--- config.mk ---
export PLATFORM = sky130hd
export DESIGN_NAME = gpr_wb_arbiter_flat
export DESIGN_NICKNAME = d
export VERILOG_FILES = /design/src/rtl/gpr_wb_arbiter_pkg.sv /design/src/rtl/gpr_wb_arbiter_if.sv /design/src/rtl/gpr_wb_arbiter_wb_fifo.sv /design/src/rtl/gpr_wb_arbiter.sv /design/src/flat_wrapper.sv
export SDC_FILE = /design/constraint.sdc
export NUM_CORES = 1
export LEC_CHECK = 0
export CAP_MARGIN = 15
export CORE_UTILIZATION = 50
export CTS_CLUSTER_SIZE = 16
export DETAILED_ROUTE_END_ITERATION = 8
export PLACE_DENSITY = 0.8
export SKIP_LAST_GASP = 1
export SYNTH_ARGS = -nofsm -noshare
export SYNTH_HDL_FRONTEND = slang
export SYNTH_HIERARCHICAL = 1
export SYNTH_SLANG_ARGS = --single-unit
--- constraint.sdc ---
create_clock -name clk -period 4.84 [get_ports clk]
set_input_delay 1.21 -clock clk [delete_from_list [all_inputs] [get_ports clk]]
set_output_delay 1.21 -clock clk [all_outputs]
set_load 0.02 [all_outputs]
--- src/rtl/gpr_wb_arbiter_pkg.sv ---
// Shared widths and the MDU result-buffer entry layout for the GPR writeback front end.
package gpr_wb_arbiter_pkg;

    localparam int REG_W  = 5;
    localparam int DATA_W = 32;
    localparam int NREGS  = 1 << REG_W;

    localparam logic [REG_W-1:0] REG_ZERO = 5'd0;

    // {rd, data, pc}: 69 bits per buffered MDU result
    typedef struct packed {
        logic [REG_W-1:0]  rd;
        logic [DATA_W-1:0] data;
        logic [DATA_W-1:0] pc;
    } wb_entry_t;

    localparam int ENTRY_W = $bits(wb_entry_t);

    function automatic logic writes_reg(input logic [REG_W-1:0] rd);
        return rd != REG_ZERO;
    endfunction

endpackage

--- src/rtl/gpr_wb_arbiter_if.sv ---
// Bundle of pipeline, MDU, decode-check and GPR write-port signals around the arbiter.
import gpr_wb_arbiter_pkg::*;

interface gpr_wb_arbiter_if;

    logic                 pipe_wr;
    logic [REG_W-1:0]     pipe_rd;
    logic [DATA_W-1:0]    pipe_data;
    logic                 pipe_jal;
    logic [DATA_W-1:0]    pipe_pc;
    logic                 pipe_stall;

    logic                 mdu_issue;
    logic [REG_W-1:0]     mdu_issue_rd;
    logic                 mdu_valid;
    logic                 mdu_ready;
    logic [REG_W-1:0]     mdu_rd;
    logic [DATA_W-1:0]    mdu_data;
    logic [DATA_W-1:0]    mdu_pc;

    logic [REG_W-1:0]     chk_r1;
    logic [REG_W-1:0]     chk_r2;
    logic                 busy1;
    logic                 busy2;

    logic                 WR;
    logic [REG_W-1:0]     mod_reg;
    logic [DATA_W-1:0]    in_data;
    logic                 jal;
    logic [DATA_W-1:0]    programCounter;

    modport slave (
        input  pipe_wr, pipe_rd, pipe_data, pipe_jal, pipe_pc,
        output pipe_stall,
        input  mdu_issue, mdu_issue_rd, mdu_valid, mdu_rd, mdu_data, mdu_pc,
        output mdu_ready,
        input  chk_r1, chk_r2,
        output busy1, busy2,
        output WR, mod_reg, in_data, jal, programCounter
    );

    modport master (
        output pipe_wr, pipe_rd, pipe_data, pipe_jal, pipe_pc,
        input  pipe_stall,
        output mdu_issue, mdu_issue_rd, mdu_valid, mdu_rd, mdu_data, mdu_pc,
        input  mdu_ready,
        output chk_r1, chk_r2,
        input  busy1, busy2,
        input  WR, mod_reg, in_data, jal, programCounter
    );

endinterface

--- src/rtl/gpr_wb_arbiter_wb_fifo.sv ---
// Small FIFO holding completed MDU results until the GPR write port is free.
import gpr_wb_arbiter_pkg::*;

module wb_fifo #(
    parameter int DEPTH = 2,
    parameter int AW    = 1
) (
    input  logic      clk,
    input  logic      Reset,
    input  logic      push,
    input  wb_entry_t push_entry,
    input  logic      pop,
    output wb_entry_t head,
    output logic      full,
    output logic      empty
);

    wb_entry_t       mem [DEPTH];
    logic [AW-1:0]   wr_ptr_reg;
    logic [AW-1:0]   rd_ptr_reg;
    logic [AW:0]     count_reg;
    logic [AW:0]     count_next;

    // Storage has no reset: stale entries are unreachable once the count is cleared.
    always_ff @(posedge clk) begin
        if (push) begin
            mem[wr_ptr_reg] <= push_entry;
        end
    end

    always_comb begin
        count_next = count_reg;
        if (push && !pop) begin
            count_next = count_reg + 1'b1;
        end else if (pop && !push) begin
            count_next = count_reg - 1'b1;
        end
    end

    always_ff @(posedge clk or posedge Reset) begin
        if (Reset) begin
            wr_ptr_reg <= '0;
            rd_ptr_reg <= '0;
            count_reg  <= '0;
        end else begin
            if (push) begin
                wr_ptr_reg <= wr_ptr_reg + 1'b1;
            end
            if (pop) begin
                rd_ptr_reg <= rd_ptr_reg + 1'b1;
            end
            count_reg <= count_next;
        end
    end

    // Head is read combinationally so the arbiter can decide and clear busy in the same cycle.
    assign head  = mem[rd_ptr_reg];
    assign full  = (count_reg == (AW+1)'(DEPTH));
    assign empty = (count_reg == '0);

endmodule

--- src/rtl/gpr_wb_arbiter.sv ---
// Arbitrates pipeline and buffered MDU results onto the single GPR write port and
// tracks registers with outstanding MDU writes so decode can stall on them.
import gpr_wb_arbiter_pkg::*;

module gpr_wb_arbiter #(
    parameter int DEPTH = 2,
    parameter int AW    = 1
) (
    input  logic clk,
    input  logic Reset,
    gpr_wb_arbiter_if.slave bus
);

    wb_entry_t          push_entry;
    wb_entry_t          head;
    logic               full;
    logic               empty;
    logic               push;
    logic               pop;
    logic               sel_pipe;

    logic               wr_reg,   wr_next;
    logic [REG_W-1:0]   rd_reg,   rd_next;
    logic [DATA_W-1:0]  data_reg, data_next;
    logic               jal_reg,  jal_next;
    logic [DATA_W-1:0]  pc_reg,   pc_next;

    logic [NREGS-1:1]   busy_reg;
    logic [NREGS-1:0]   busy_vec;

    assign push_entry = '{rd: bus.mdu_rd, data: bus.mdu_data, pc: bus.mdu_pc};
    assign push       = bus.mdu_valid && !full;

    wb_fifo #(
        .DEPTH (DEPTH),
        .AW    (AW)
    ) u_fifo (
        .clk        (clk),
        .Reset      (Reset),
        .push       (push),
        .push_entry (push_entry),
        .pop        (pop),
        .head       (head),
        .full       (full),
        .empty      (empty)
    );

    // A full buffer takes priority so the MDU can never deadlock behind a busy pipeline.
    assign sel_pipe = bus.pipe_wr && !full;
    assign pop      = !empty && !sel_pipe;

    always_comb begin
        wr_next   = 1'b0;
        rd_next   = REG_ZERO;
        data_next = '0;
        jal_next  = 1'b0;
        pc_next   = '0;
        if (sel_pipe) begin
            wr_next   = writes_reg(bus.pipe_rd);
            rd_next   = bus.pipe_rd;
            data_next = bus.pipe_data;
            jal_next  = bus.pipe_jal;
            pc_next   = bus.pipe_pc;
        end else if (pop) begin
            wr_next   = writes_reg(head.rd);
            rd_next   = head.rd;
            data_next = head.data;
            pc_next   = head.pc;
        end
    end

    always_ff @(posedge clk or posedge Reset) begin
        if (Reset) begin
            wr_reg   <= 1'b0;
            rd_reg   <= REG_ZERO;
            data_reg <= '0;
            jal_reg  <= 1'b0;
            pc_reg   <= '0;
        end else begin
            wr_reg   <= wr_next;
            rd_reg   <= rd_next;
            data_reg <= data_next;
            jal_reg  <= jal_next;
            pc_reg   <= pc_next;
        end
    end

    // Issue for a register wins over the retirement of an older result to it.
    generate
        for (genvar gi = 1; gi < NREGS; gi++) begin : g_busy
            always_ff @(posedge clk or posedge Reset) begin
                if (Reset) begin
                    busy_reg[gi] <= 1'b0;
                end else if (bus.mdu_issue && (bus.mdu_issue_rd == REG_W'(gi))) begin
                    busy_reg[gi] <= 1'b1;
                end else if (pop && (head.rd == REG_W'(gi))) begin
                    busy_reg[gi] <= 1'b0;
                end
            end
        end
    endgenerate

    assign busy_vec = {busy_reg, 1'b0};

    assign bus.busy1          = busy_vec[bus.chk_r1];
    assign bus.busy2          = busy_vec[bus.chk_r2];
    assign bus.mdu_ready      = !full;
    assign bus.pipe_stall     = full && bus.pipe_wr;

    assign bus.WR             = wr_reg;
    assign bus.mod_reg        = rd_reg;
    assign bus.in_data        = data_reg;
    assign bus.jal            = jal_reg;
    assign bus.programCounter = pc_reg;

endmodule

--- src/flat_wrapper.sv ---
// flat-port wrapper written by rule: the top's interface ports become plain ports
module gpr_wb_arbiter_flat 
#(
    parameter int DEPTH = 2,
    parameter int AW    = 1
)
  (clk, Reset, bus_pipe_wr, bus_pipe_rd, bus_pipe_data, bus_pipe_jal, bus_pipe_pc, bus_pipe_stall, bus_mdu_issue, bus_mdu_issue_rd, bus_mdu_valid, bus_mdu_rd, bus_mdu_data, bus_mdu_pc, bus_mdu_ready, bus_chk_r1, bus_chk_r2, bus_busy1, bus_busy2, bus_WR, bus_mod_reg, bus_in_data, bus_jal, bus_programCounter);
  gpr_wb_arbiter_if bus_i ();
  input  logic clk;
  input  logic Reset;
  input wire logic [$bits(bus_i.pipe_wr)-1:0] bus_pipe_wr;
  input wire logic [$bits(bus_i.pipe_rd)-1:0] bus_pipe_rd;
  input wire logic [$bits(bus_i.pipe_data)-1:0] bus_pipe_data;
  input wire logic [$bits(bus_i.pipe_jal)-1:0] bus_pipe_jal;
  input wire logic [$bits(bus_i.pipe_pc)-1:0] bus_pipe_pc;
  output wire logic [$bits(bus_i.pipe_stall)-1:0] bus_pipe_stall;
  input wire logic [$bits(bus_i.mdu_issue)-1:0] bus_mdu_issue;
  input wire logic [$bits(bus_i.mdu_issue_rd)-1:0] bus_mdu_issue_rd;
  input wire logic [$bits(bus_i.mdu_valid)-1:0] bus_mdu_valid;
  input wire logic [$bits(bus_i.mdu_rd)-1:0] bus_mdu_rd;
  input wire logic [$bits(bus_i.mdu_data)-1:0] bus_mdu_data;
  input wire logic [$bits(bus_i.mdu_pc)-1:0] bus_mdu_pc;
  output wire logic [$bits(bus_i.mdu_ready)-1:0] bus_mdu_ready;
  input wire logic [$bits(bus_i.chk_r1)-1:0] bus_chk_r1;
  input wire logic [$bits(bus_i.chk_r2)-1:0] bus_chk_r2;
  output wire logic [$bits(bus_i.busy1)-1:0] bus_busy1;
  output wire logic [$bits(bus_i.busy2)-1:0] bus_busy2;
  output wire logic [$bits(bus_i.WR)-1:0] bus_WR;
  output wire logic [$bits(bus_i.mod_reg)-1:0] bus_mod_reg;
  output wire logic [$bits(bus_i.in_data)-1:0] bus_in_data;
  output wire logic [$bits(bus_i.jal)-1:0] bus_jal;
  output wire logic [$bits(bus_i.programCounter)-1:0] bus_programCounter;
  assign bus_i.pipe_wr = bus_pipe_wr;
  assign bus_i.pipe_rd = bus_pipe_rd;
  assign bus_i.pipe_data = bus_pipe_data;
  assign bus_i.pipe_jal = bus_pipe_jal;
  assign bus_i.pipe_pc = bus_pipe_pc;
  assign bus_pipe_stall = bus_i.pipe_stall;
  assign bus_i.mdu_issue = bus_mdu_issue;
  assign bus_i.mdu_issue_rd = bus_mdu_issue_rd;
  assign bus_i.mdu_valid = bus_mdu_valid;
  assign bus_i.mdu_rd = bus_mdu_rd;
  assign bus_i.mdu_data = bus_mdu_data;
  assign bus_i.mdu_pc = bus_mdu_pc;
  assign bus_mdu_ready = bus_i.mdu_ready;
  assign bus_i.chk_r1 = bus_chk_r1;
  assign bus_i.chk_r2 = bus_chk_r2;
  assign bus_busy1 = bus_i.busy1;
  assign bus_busy2 = bus_i.busy2;
  assign bus_WR = bus_i.WR;
  assign bus_mod_reg = bus_i.mod_reg;
  assign bus_in_data = bus_i.in_data;
  assign bus_jal = bus_i.jal;
  assign bus_programCounter = bus_i.programCounter;
  gpr_wb_arbiter #(.DEPTH(DEPTH), .AW(AW)) u_core (.clk(clk), .Reset(Reset), .bus(bus_i));
endmodule
==> summary.txt, run 1 <==
Detailed routing
  • Residual DRC: 0
  • Final Routed Wirelength: 23.7 mm
  • DR pass1 iterations: 5
  • Wire per inst: 21.2 um
  • Vias: 6212
  • Post-route ant nets: 0
  • DRT iter0 DRCs: about 340
  • Via-per-instance ratio: around 5.6

Status
  • Status: finished, final reports clean

Global route
  • GRT Util Overall: 23.6%
  • Initial antenna violation count: 0
  • First-pass GRT wire length: around 36 mm
  • Largest net degree at the start of global routing: 84
  • Total gr overflow: 0
  • Vias in the first global route: 6505

Synth
  • Synth cell types: 43
  • Yosys Warn Count: 6
  • Syn nets: between 700 and 800
  • Top-count cell post-synth: edfxtp_1
  • Synth top cells by count: edfxtp_1 (138), dfrtp_1 (106), a22o_1 (69), mux2_4 (69), o21ai_0 (57)
  • Cell accounting for the most synthesized area: edfxtp_1
  • Synth top area cells: edfxtp_1 (41%), dfrtp_1 (27%), mux2_4 (10%), a22o_1 (6.0%), o21ai_0 (2.9%)
  • Syn Area/Cell: 16.7 um2
  • Post-synthesis sequential area ratio: slightly below 70%
  • Yosys reg bits: between 200 and 250
  • Yosys top cell area share: 41.5%
  • Synth Cell Area: approximately 10000 um2
  • Ys async rst share: 43.4%
  • Main synth FF type: edfxtp_1
  • Number of flops mapped to enable cells by yosys: 138
  • Post-Synthesis Cells: about 600

Clock network
  • Root buffer cell: clkbuf_16
  • H-tree Lvls: 1
  • Hold Buf Count CTS: 0
  • Skew-Pair Late Insertion Delay: 0.52 ns
  • CTS max path bufs: 3
  • Post-cts resize count: 0
  • Worst-path clk slew: 0.06 ns
  • Post-CTS Setup Bufs: 0
  • Clock Sinks: 244
  • TritonCTS buffer count: 25
  • CTS tree: built

Pwr
  • Comb pwr share: a little under two fifths
  • Max rail drop VDD: 0.429 mV
  • Sw Share: about a third
  • Clock power share: 22.2%
  • Psw: 2.66 mW
  • Internal: 5.58 mW
  • Power density cells: 621 nW/um2
  • Sequential Power Share: between 40 and 50%
  • Lkg Pwr: 5.23 nW

Critical path
  • Critical path type: in2out
  • CP Launch Type: input port
  • Critical path launch point: bus_chk_r1[0]
  • Crit path DAT: 3.42 ns
  • Biggest fanout along the worst timing path: 7
  • Reg2reg start: u_core/u_fifo/count_reg[0]
  • Worst EP required: around 3.6 ns
  • Critical path endpoint category: output pin

Timing
  • Clock Skew: 0.0188 ns
  • WHS: 0.512 ns
  • Max Slew Vio Count: 0
  • Hold Vio Cnt, Final: 0
  • Setup violation total in the final timing report: 0
  • Final Cycle Share: 95.6%
  • Max Freq: 216 MHz
  • Tmin final: 4.63 ns
  • Worst-Margin Slew: 1.18 ns
  • RSZ-0062 raised after global routing: false
  • Sum Neg Setup Slack: 0 ns
  • Worst slew margin: a little over a fifth

Hold path
  • HP Start: u_core/u_fifo/count_reg[1]
  • Hold Path Class: reg2reg

Layout
  • Fillers: 1355
  • N_diodes: 0
  • Nets: 994
  • Area Overhead vs Synth: 32.8%
  • Largest reg by FF count: u_core/u_fifo/mem
  • Max reg flops: roughly 140
  • Layout cells sized above 1: 14.7%

Floorplan
  • Initial core utilization: around 51%
  • Die X: 143 um
  • # rows: 51
  • Die area: 20600 um2
  • Die Y: about 140 um
  • Core ar.: ~20000 um2
  • Number of I/O pins: between 200 and 250

Job
  • Max-cap viol count: 0

Place
  • Port Buffer Count: 233
  • Gpl congestion: 0.973
  • Post-DP HPWL: 16.1 mm
## cell families after synthesis
logic type,share of synthesized area (%)
flip-flops,68.0
AO/OA/AOI/OAI,10.3
multiplexers,13.8
AND/OR/NAND/NOR,4.17
buffers and inverters,3.13
XOR/XNOR,0.438
adder cells (fa/ha/maj),0.125
## layout by cell type, fill, tap and decap left out, types with 4 or more instances in the layout
cell and n:
clkdlybuf4s50_1 233, edfxtp_1 138, dfrtp_1 105, a22o_1 69, mux2_4 69, o21ai_0 57, clkbuf_16 25, mux2i_1 17
nand3_1 12, nor2b_1 9, nor2_1 8, nand2_1 8, clkbuf_1 7, nand2b_1 7, clkinv_1 6, buf_4 6
a21oi_1 5, inv_1 5, or4_1 5, a22oi_1 4, o31ai_1 4, xor2_1 4
## final cells by class
type	count	area (um2)	share of cell area [%]
Inverter	7	28.8	0.217
Clock inverter	13	115	0.868
Sequential cell	244	6800	51.3
Tap cell	265	332	2.50
Timing Repair Buffer	241	2420	18.3
Clock buffer	33	666	5.02
Multi-Input combinational cell	315	2900	21.9
## path summary, 6_finish.rpt
check                                        endpoint  slack (ns)  cells after the start
min in group asynchronous  u_core/u_fifo/count_reg[1]        0.97                      2
max in group asynchronous      u_core/bus.in_data[13]        2.90                      4
setup / recovery                            bus_busy1        0.21                      6
setup reg to reg           u_core/u_fifo/count_reg[1]        2.21                      9
hold / removal             u_core/u_fifo/count_reg[1]        0.51                      1
hold reg to reg            u_core/u_fifo/count_reg[1]        0.51                      1
## per-stage QoR
step / util, % / cell area [um2] / setup slack (ns) / std cells / total power, mW
finish: 67.9 / 13300 / 0.215 / 1118 / 8.24
global route: 67.9 / 13300 / 0.132 / 1118 / 8.61
CTS: 67.8 / 13200 / 0.221 / 1117 / 8.29
detailed placement: 63.8 / 12500 / 0.225 / 1071 / 6.43
global placement: 63.8 / 12500 / 0.266 / 1071 / 6.34
floorplan: - / 9990 / 0.955 / 599 / 5.27
## critical path, cell delays in order
cell and delay (ns):
clkdlybuf4s50_1 0.62, mux4_1 0.58, mux2_2 0.28, nand3b_1 0.09
nand4_1 0.09, clkdlybuf4s50_1 0.55
## metal layers
metal  part of all wire [%]  GRT usage (%)
met4                    3.0           8.01
met5                      0              0
met3                    7.9           5.63
met2                     50           40.2
met1                     39           29.5
## power by group through the flow
| stage | combinational, mW | sequential [mW] | clock (mW) |
|---|---|---|---|
| after floorplan | 1.67 | 3.60 | 0 |
| after global placement | 3.02 | 3.32 | 0 |
| after detailed placement | 3.08 | 3.35 | 0 |
| after CTS | 3.11 | 3.32 | 1.86 |
| after global routing | 3.29 | 3.38 | 1.95 |
| final | 3.10 | 3.32 | 1.83 |
Power figures use the tool's default switching activity.
==> run 2, diff against run 1 <==
Settings changed: CORE_MARGIN from default to 2.
==> run 2 against run 1 <==
  * Sequential share of layout area up 0.30 points
  * Die area up 2.8%
  * Core utilization down 0.40 points
  * Count of clock-buffer cells in the layout up 4
  * Global-route usage down 0.85 points
  * Power down 1.4%
  * First-iteration DRC count down 12%
  * Largest power group unchanged
  * Highest routed layer unchanged
==> summary.txt, run 2 (synthesized netlist as in run 1, its figures left out) <==
Status
  • Status: finished, final reports clean (unchanged)

Critical path
  • CP Launch Type: input port (unchanged)
  • Crit path DAT: 3.43 ns (was 3.42 ns)
  • Worst EP required: 3.63 ns (about the same)
  • Critical path endpoint category: output pin (unchanged)
  • Critical path type: in2out (unchanged)
  • Biggest fanout along the worst timing path: 7 (unchanged)

Detailed routing
  • Post-route ant nets: 0 (unchanged)
  • Wire per inst: 21.5 um (was 21.2 um)
  • Top Metal Used: met4 (unchanged)
  • Wl on met1: 8.97 mm (was 9.25 mm)
  • Vias: 6209 (was 6212)
  • Via-per-instance ratio: 5.56 (about the same)
  • Met2 WL: 12.5 mm (was 11.9 mm)
  • Residual DRC: 0 (unchanged)
  • DRT iter0 DRCs: 298 (was 338)
  • Met3 WL: 1.87 mm (about the same)
  • Final Routed Wirelength: 24.0 mm (was 23.7 mm)
  • DR pass1 iterations: 5 (unchanged)

Layout
  • Max reg flops: 138 (unchanged)
  • Most common cell after layout, fill and taps aside: clkdlybuf4s50_1 (unchanged)
  • Area Overhead vs Synth: 32.0% (was 32.8%)
  • Register area: 6800 um2 (unchanged)
  • Highest-count cells in the layout ignoring fill and taps: clkdlybuf4s50_1 (233), edfxtp_1 (138), dfrtp_1 (105) (unchanged)
  • Largest reg by FF count: u_core/u_fifo/mem (unchanged)
  • Non-Filler Instances: 1116 (was 1118)
  • N_diodes: 0 (unchanged)
  • Nets: 993 (was 994)
  • Final Instance Area: 13200 um2 (was 13300 um2)
  • Multi-input logic area: 2900 um2 (unchanged)
  • Fillers: 1368 (was 1355)
  • Layout cells sized above 1: 14.5% (was 14.7%)

Floorplan
  • Initial core utilization: 51.2% (unchanged)
  • # rows: 51 (unchanged)
  • Die area: 21100 um2 (was 20600 um2)
  • Core ar.: 19500 um2 (unchanged)
  • Die X: 145 um (was 143 um)
  • Number of I/O pins: 234 (unchanged)
  • Die Y: 145 um (was 143 um)

Clock network
  • H-tree Lvls: 1 (unchanged)
  • Worst-path clk slew: 0.06 ns (about the same)
  • TritonCTS buffer count: 25 (unchanged)
  • CTS max path bufs: 3 (unchanged)
  • Clock Sinks: 244 (unchanged)
  • Post-CTS Setup Bufs: 0 (unchanged)
  • Post-cts resize count: 0 (unchanged)
  • CTS tree: built (unchanged)
  • Root buffer cell: clkbuf_16 (unchanged)
  • Skew-Pair Late Insertion Delay: 0.52 ns (about the same)
  • Hold Buf Count CTS: 0 (unchanged)

Place
  • Post-Place Cells: 1071 (unchanged)
  • Area after DPL: 12400 um2 (was 12500 um2)
  • Port Buffer Count: 233 (unchanged)
  • Gpl congestion: 0.947 (was 0.973)
  • Post-DP HPWL: 16.7 mm (was 16.1 mm)

Timing
  • Hold Vio Cnt, Final: 0 (unchanged)
  • Sum Neg Setup Slack: 0 ns (unchanged)
  • Max Slew Vio Count: 0 (unchanged)
  • Setup violation total in the final timing report: 0 (unchanged)
  • Worst slew margin: 29.7% (was 21.1%)
  • Max Freq: 216 MHz (about the same)
  • Final Cycle Share: 95.8% (was 95.6%)
  • Clock Skew: 0.0205 ns (was 0.0188 ns)
  • RSZ-0062 raised after global routing: false (unchanged)
  • Worst-Margin Slew: 1.06 ns (was 1.18 ns)
  • Tmin final: 4.64 ns (was 4.63 ns)

Pwr
  • Tot Pwr: 8.12 mW (was 8.24 mW)
  • Lkg Pwr: 5.19 nW (was 5.23 nW)
  • Max rail drop VDD: 0.441 mV (was 0.429 mV)
  • Power density cells: 616 nW/um2 (was 621 nW/um2)

Global route
  • GRT Util Overall: 22.7% (was 23.6%)
  • Initial antenna violation count: 0 (unchanged)
  • Vias in the first global route: 6709 (was 6505)
  • First-pass GRT wire length: 37.7 mm (was 36.3 mm)
  • Total gr overflow: 0 (unchanged)
  • Largest net degree at the start of global routing: 80 (was 84)

Hold path
  • Hold Path Class: reg2reg (unchanged)

Job
  • Max-cap viol count: 0 (unchanged)
## run 2: cell types whose count changed in the layout (fill, tap and decap cells not counted)
cell,before,now
buf_16,1,0
clkbuf_1,7,9
buf_12,1,0
clkbuf_8,1,3
bufinv_16,2,0
clkinv_2,3,2
clkinv_1,6,4
buf_4,6,7
## run 2: area by class of cell
class                   count  share of cell area [%]
clock buffers              37                    5.31
clock inverters             8                   0.323
inverters                   7                   0.218
multi-input cells         315                    22.0
flip-flops and latches    244                    51.6
well taps                 265                    2.51
repair buffers            240                    18.1
## run 2: worst paths after layout
kind,to,startpoint,depth (start not counted),slack (ns)
min,u_core/u_fifo/count_reg[1],u_core/u_fifo/count_reg[1],1,0.51
max,bus_busy1,bus_chk_r1[0],6,0.20
min in group asynchronous,u_core/u_fifo/rd_ptr_reg,Reset,2,0.98
max reg2reg,u_core/bus.programCounter[15],u_core/u_fifo/count_reg[0],6,2.32
min reg2reg,u_core/u_fifo/count_reg[1],u_core/u_fifo/count_reg[1],1,0.51
max in group asynchronous,u_core/busy_reg[24],Reset,3,2.80
## run 2: stage by stage
stage / hold WS, ns / util, % / setup slack [ns]
2_1_floorplan: 0.456 / - / 0.955
3_3_place_gp: 0.476 / 63.7 / 0.235
3_5_place_dp: 0.498 / 63.7 / 0.206
4_1_cts: 0.506 / 67.5 / 0.201
5_1_grt: 0.525 / 67.5 / 0.104
6_report: 0.511 / 67.5 / 0.201
## run 2: routing by layer
layer	GRT usage, %	up-vias
li1	-	2792
met5	0	-
met2	40.2	266
met1	27.3	3107
met3	6.02	44
met4	6.86	0
## run 2: critical path, cell delays in order
cell and delay (ns):
clkdlybuf4s50_1 0.62, mux4_1 0.58, mux2_2 0.27, nand3b_1 0.09, nand4_1 0.10, clkdlybuf4s50_1 0.55
## run 2: where the power goes
| part | internal (mW) | switching, mW | leakage [nW] |
|---|---|---|---|
| Clock | 0.999 | 0.741 | 0.363 |
| Sequential | 2.97 | 0.365 | 2.58 |
| Combinational | 1.52 | 1.53 | 2.25 |
==> run 3, diff against run 2 <==
Settings changed: CORE_ASPECT_RATIO from default to 0.6, SETUP_SLACK_MARGIN from default to 0.15.
Clock period 4.84 ns to 5.25 ns, I/O delays scaled along.
==> run 3 against run 2 <==
  * First-iteration DRC count is 63% higher
  * Power decreased by 7.1%
  * Core utilization increased by 0.86 points
  * Non-clock buffer count stayed put
  * Critical path depth did not move
  * Die area is 0.18% higher
  * Global-route usage rose by 0.69 points
  * Count of clock-buffer cells in the layout shrank 1
  * Final cell count is 0.18% lower
  * Sequential share of layout area is 0.12 points lower
  * Cell area rose by 0.23%
  * Critical path type unchanged
  * Critical endpoint unchanged
  * Largest power group unchanged
==> summary.txt, run 3 (synthesized netlist as in run 1, its figures left out) <==
Critical path
  • CP max-delay cell: clkdlybuf4s50_1 (unchanged)
  • Crit path largest cell delay: 0.65 ns (was 0.62 ns)
  • Reg2reg start: u_core/u_fifo/count_reg[0] (unchanged)
  • Buffers and inverters on the worst path: 2 (unchanged)
  • Worst EP required: 3.94 ns (was 3.63 ns)
  • Crit path DAT: 3.58 ns (was 3.43 ns)
  • Most used cell, CP: clkdlybuf4s50_1 (unchanged)
  • Critical Path, Cell by Cell: clkdlybuf4s50_1, mux4_1, mux2_2, nand3b_1, nand4_1, clkdlybuf4s50_1 (unchanged)
  • Critical path type: in2out (unchanged)
  • CP Launch Type: input port (unchanged)
  • Reg2reg end: u_core/bus.programCounter[27] (was u_core/bus.programCounter[15])
  • Critical path's top delay family: buffers and inverters (unchanged)
  • Biggest fanout along the worst timing path: 7 (unchanged)
  • R2r worst-path depth: 6 (unchanged)
  • Critical path endpoint category: output pin (unchanged)
  • Reg2reg setup slack: 2.65 ns (was 2.32 ns)

Layout
  • Area Overhead vs Synth: 32.3% (was 32.0%)
  • Final Instance Area: 13200 um2 (about the same)
  • Layout cells sized above 1: 14.6% (was 14.5%)
  • Fillers: 1307 (was 1368)
  • Largest reg by FF count: u_core/u_fifo/mem (unchanged)
  • N_diodes: 0 (unchanged)
  • Highest-count cells in the layout ignoring fill and taps: clkdlybuf4s50_1 (233), edfxtp_1 (138), dfrtp_1 (105) (unchanged)
  • Most common cell after layout, fill and taps aside: clkdlybuf4s50_1 (unchanged)
  • Max reg flops: 138 (unchanged)
  • Nets: 991 (was 993)

Timing
  • Hold Vio Cnt, Final: 0 (unchanged)
  • Worst-Margin Slew: 1.00 ns (was 1.06 ns)
  • Max Slew Vio Count: 0 (unchanged)
  • Max Freq: 204 MHz
  • Setup violation total in the final timing report: 0 (unchanged)
  • Worst slew margin: 33.3% (was 29.7%)
  • Clock Skew: 0.0101 ns (was 0.0205 ns)
  • Sum Neg Setup Slack: 0 ns (unchanged)
  • RSZ-0062 raised after global routing: false (unchanged)
  • Final Cycle Share: 93.3%
  • Tmin final: 4.90 ns

Clock network
  • Post-cts resize count: 0 (unchanged)
  • Worst-path clk slew: 0.06 ns (about the same)
  • CTS tree: built (unchanged)
  • Root buffer cell: clkbuf_16 (unchanged)
  • Clock Sinks: 244 (unchanged)
  • Skew-Pair Late Insertion Delay: 0.50 ns (was 0.52 ns)
  • Hold Buf Count CTS: 0 (unchanged)
  • Post-CTS Setup Bufs: 0 (unchanged)
  • H-tree Lvls: 1 (unchanged)
  • CTS max path bufs: 3 (unchanged)
  • TritonCTS buffer count: 23 (was 25)

Detailed routing
  • Post-route ant nets: 0 (unchanged)
  • Via-per-instance ratio: 5.63 (was 5.56)
  • DRT iter0 DRCs: 486 (was 298)
  • Vias: 6274 (was 6209)
  • Final Routed Wirelength: 24.6 mm (was 24.0 mm)
  • Residual DRC: 0 (unchanged)
  • DR pass1 iterations: 5 (unchanged)
  • Wire per inst: 22.1 um (was 21.5 um)

Hold path
  • Worst hold stages: 1 (unchanged)
  • HP Start: u_core/u_fifo/count_reg[1] (unchanged)
  • Hold Path Class: reg2reg (unchanged)
  • Worst Hold End: u_core/u_fifo/count_reg[1] (unchanged)

Floorplan
  • Core ar.: 19300 um2 (was 19500 um2)
  • Number of I/O pins: 234 (unchanged)
  • # rows: 39 (was 51)
  • Initial core utilization: 51.7% (was 51.2%)
  • Die X: 186 um (was 145 um)
  • Die Y: 113 um (was 145 um)
  • Die area: 21200 um2 (was 21100 um2)

Global route
  • Total gr overflow: 0 (unchanged)
  • Largest net degree at the start of global routing: 86 (was 80)
  • First-pass GRT wire length: 38.1 mm (was 37.7 mm)
  • Vias in the first global route: 6510 (was 6709)
  • Initial antenna violation count: 1 (was 0)
  • GRT Util Overall: 23.4% (was 22.7%)

Place
  • Gpl congestion: 0.918 (was 0.947)
  • Area after DPL: 12400 um2 (about the same)
  • Post-DP HPWL: 17.1 mm (was 16.7 mm)
  • Port Buffer Count: 233 (unchanged)

Pwr
  • Power density cells: 571 nW/um2 (was 616 nW/um2)
  • Lkg Pwr: 5.20 nW (was 5.19 nW)
  • Max rail drop VDD: 0.437 mV (was 0.441 mV)

Status
  • Status: finished, final reports clean (unchanged)

Job
  • Max-cap viol count: 0 (unchanged)
## run 3: cell types whose count changed in the layout (fill, tap and decap cells not counted)
cell       delta
clkbuf_16     -2
buf_4         -1
bufinv_16     +2
clkinv_1      -4
buf_16        +1
clkbuf_8      +1
## run 3: through the flow
stage	utilization [%]	total power, mW	hold WS (ns)	setup WS [ns]	std cells
2_1_floorplan	-	4.86	0.456	1.26	599
3_3_place_gp	64.4	5.83	0.480	0.430	1071
3_5_place_dp	64.4	5.91	0.499	0.362	1071
4_1_cts	68.3	7.59	0.508	0.357	1113
5_1_grt	68.4	7.89	0.535	0.271	1114
6_report	68.4	7.55	0.496	0.353	1114
## run 3: cell type report
class	instances	area [um2]	share of cell area, %
timing repair buffer	240	2400	18.2
tap	266	333	2.52
clock buffer	36	664	5.03
clock inverter	6	87.6	0.663
sequential	244	6800	51.4
multi-input combinational	315	2900	21.9
inverter	7	28.8	0.218
## run 3: where the power goes
group | switching, mW | internal [mW] | leakage, nW
Combinational | 1.41 | 1.40 | 2.26
Clock | 0.678 | 0.971 | 0.368
Sequential | 0.353 | 2.73 | 2.58
Total | 2.44 | 5.11 | 5.20
## run 3: metal layers
metal / global-route usage (%) / up-vias / part of all wire [%]
li1: - / 2786 / -
met3: 6.71 / 33 / 10
met5: 0 / - / 0.053
met4: 4.18 / 2 / 1.5
met1: 33.6 / 3120 / 44
met2: 36.4 / 333 / 45
## run 3: worst register-to-register path, delay by kind of cell (launching register included)
| family | cells | cell delay [ns] |
|---|---|---|
| and+or+nand+nor | 3 | 1.00 |
| DFF | 1 | 0.43 |
| buffers and inverters | 2 | 0.72 |
| AOI/OAI and AO/OA | 1 | 0.38 |
## run 3: how the worst max path moves through the flow
stage                       start             to  slack (ns)  cells after the start
floorplan                   Reset  u_core/bus.WR        1.26                      1
global placement    bus_chk_r2[0]      bus_busy2        0.43                      6
detailed placement  bus_chk_r1[0]      bus_busy1        0.36                      6
CTS                 bus_chk_r1[0]      bus_busy1        0.36                      6
global route        bus_chk_r1[0]      bus_busy1        0.27                      6
finish              bus_chk_r1[0]      bus_busy1        0.35                      6
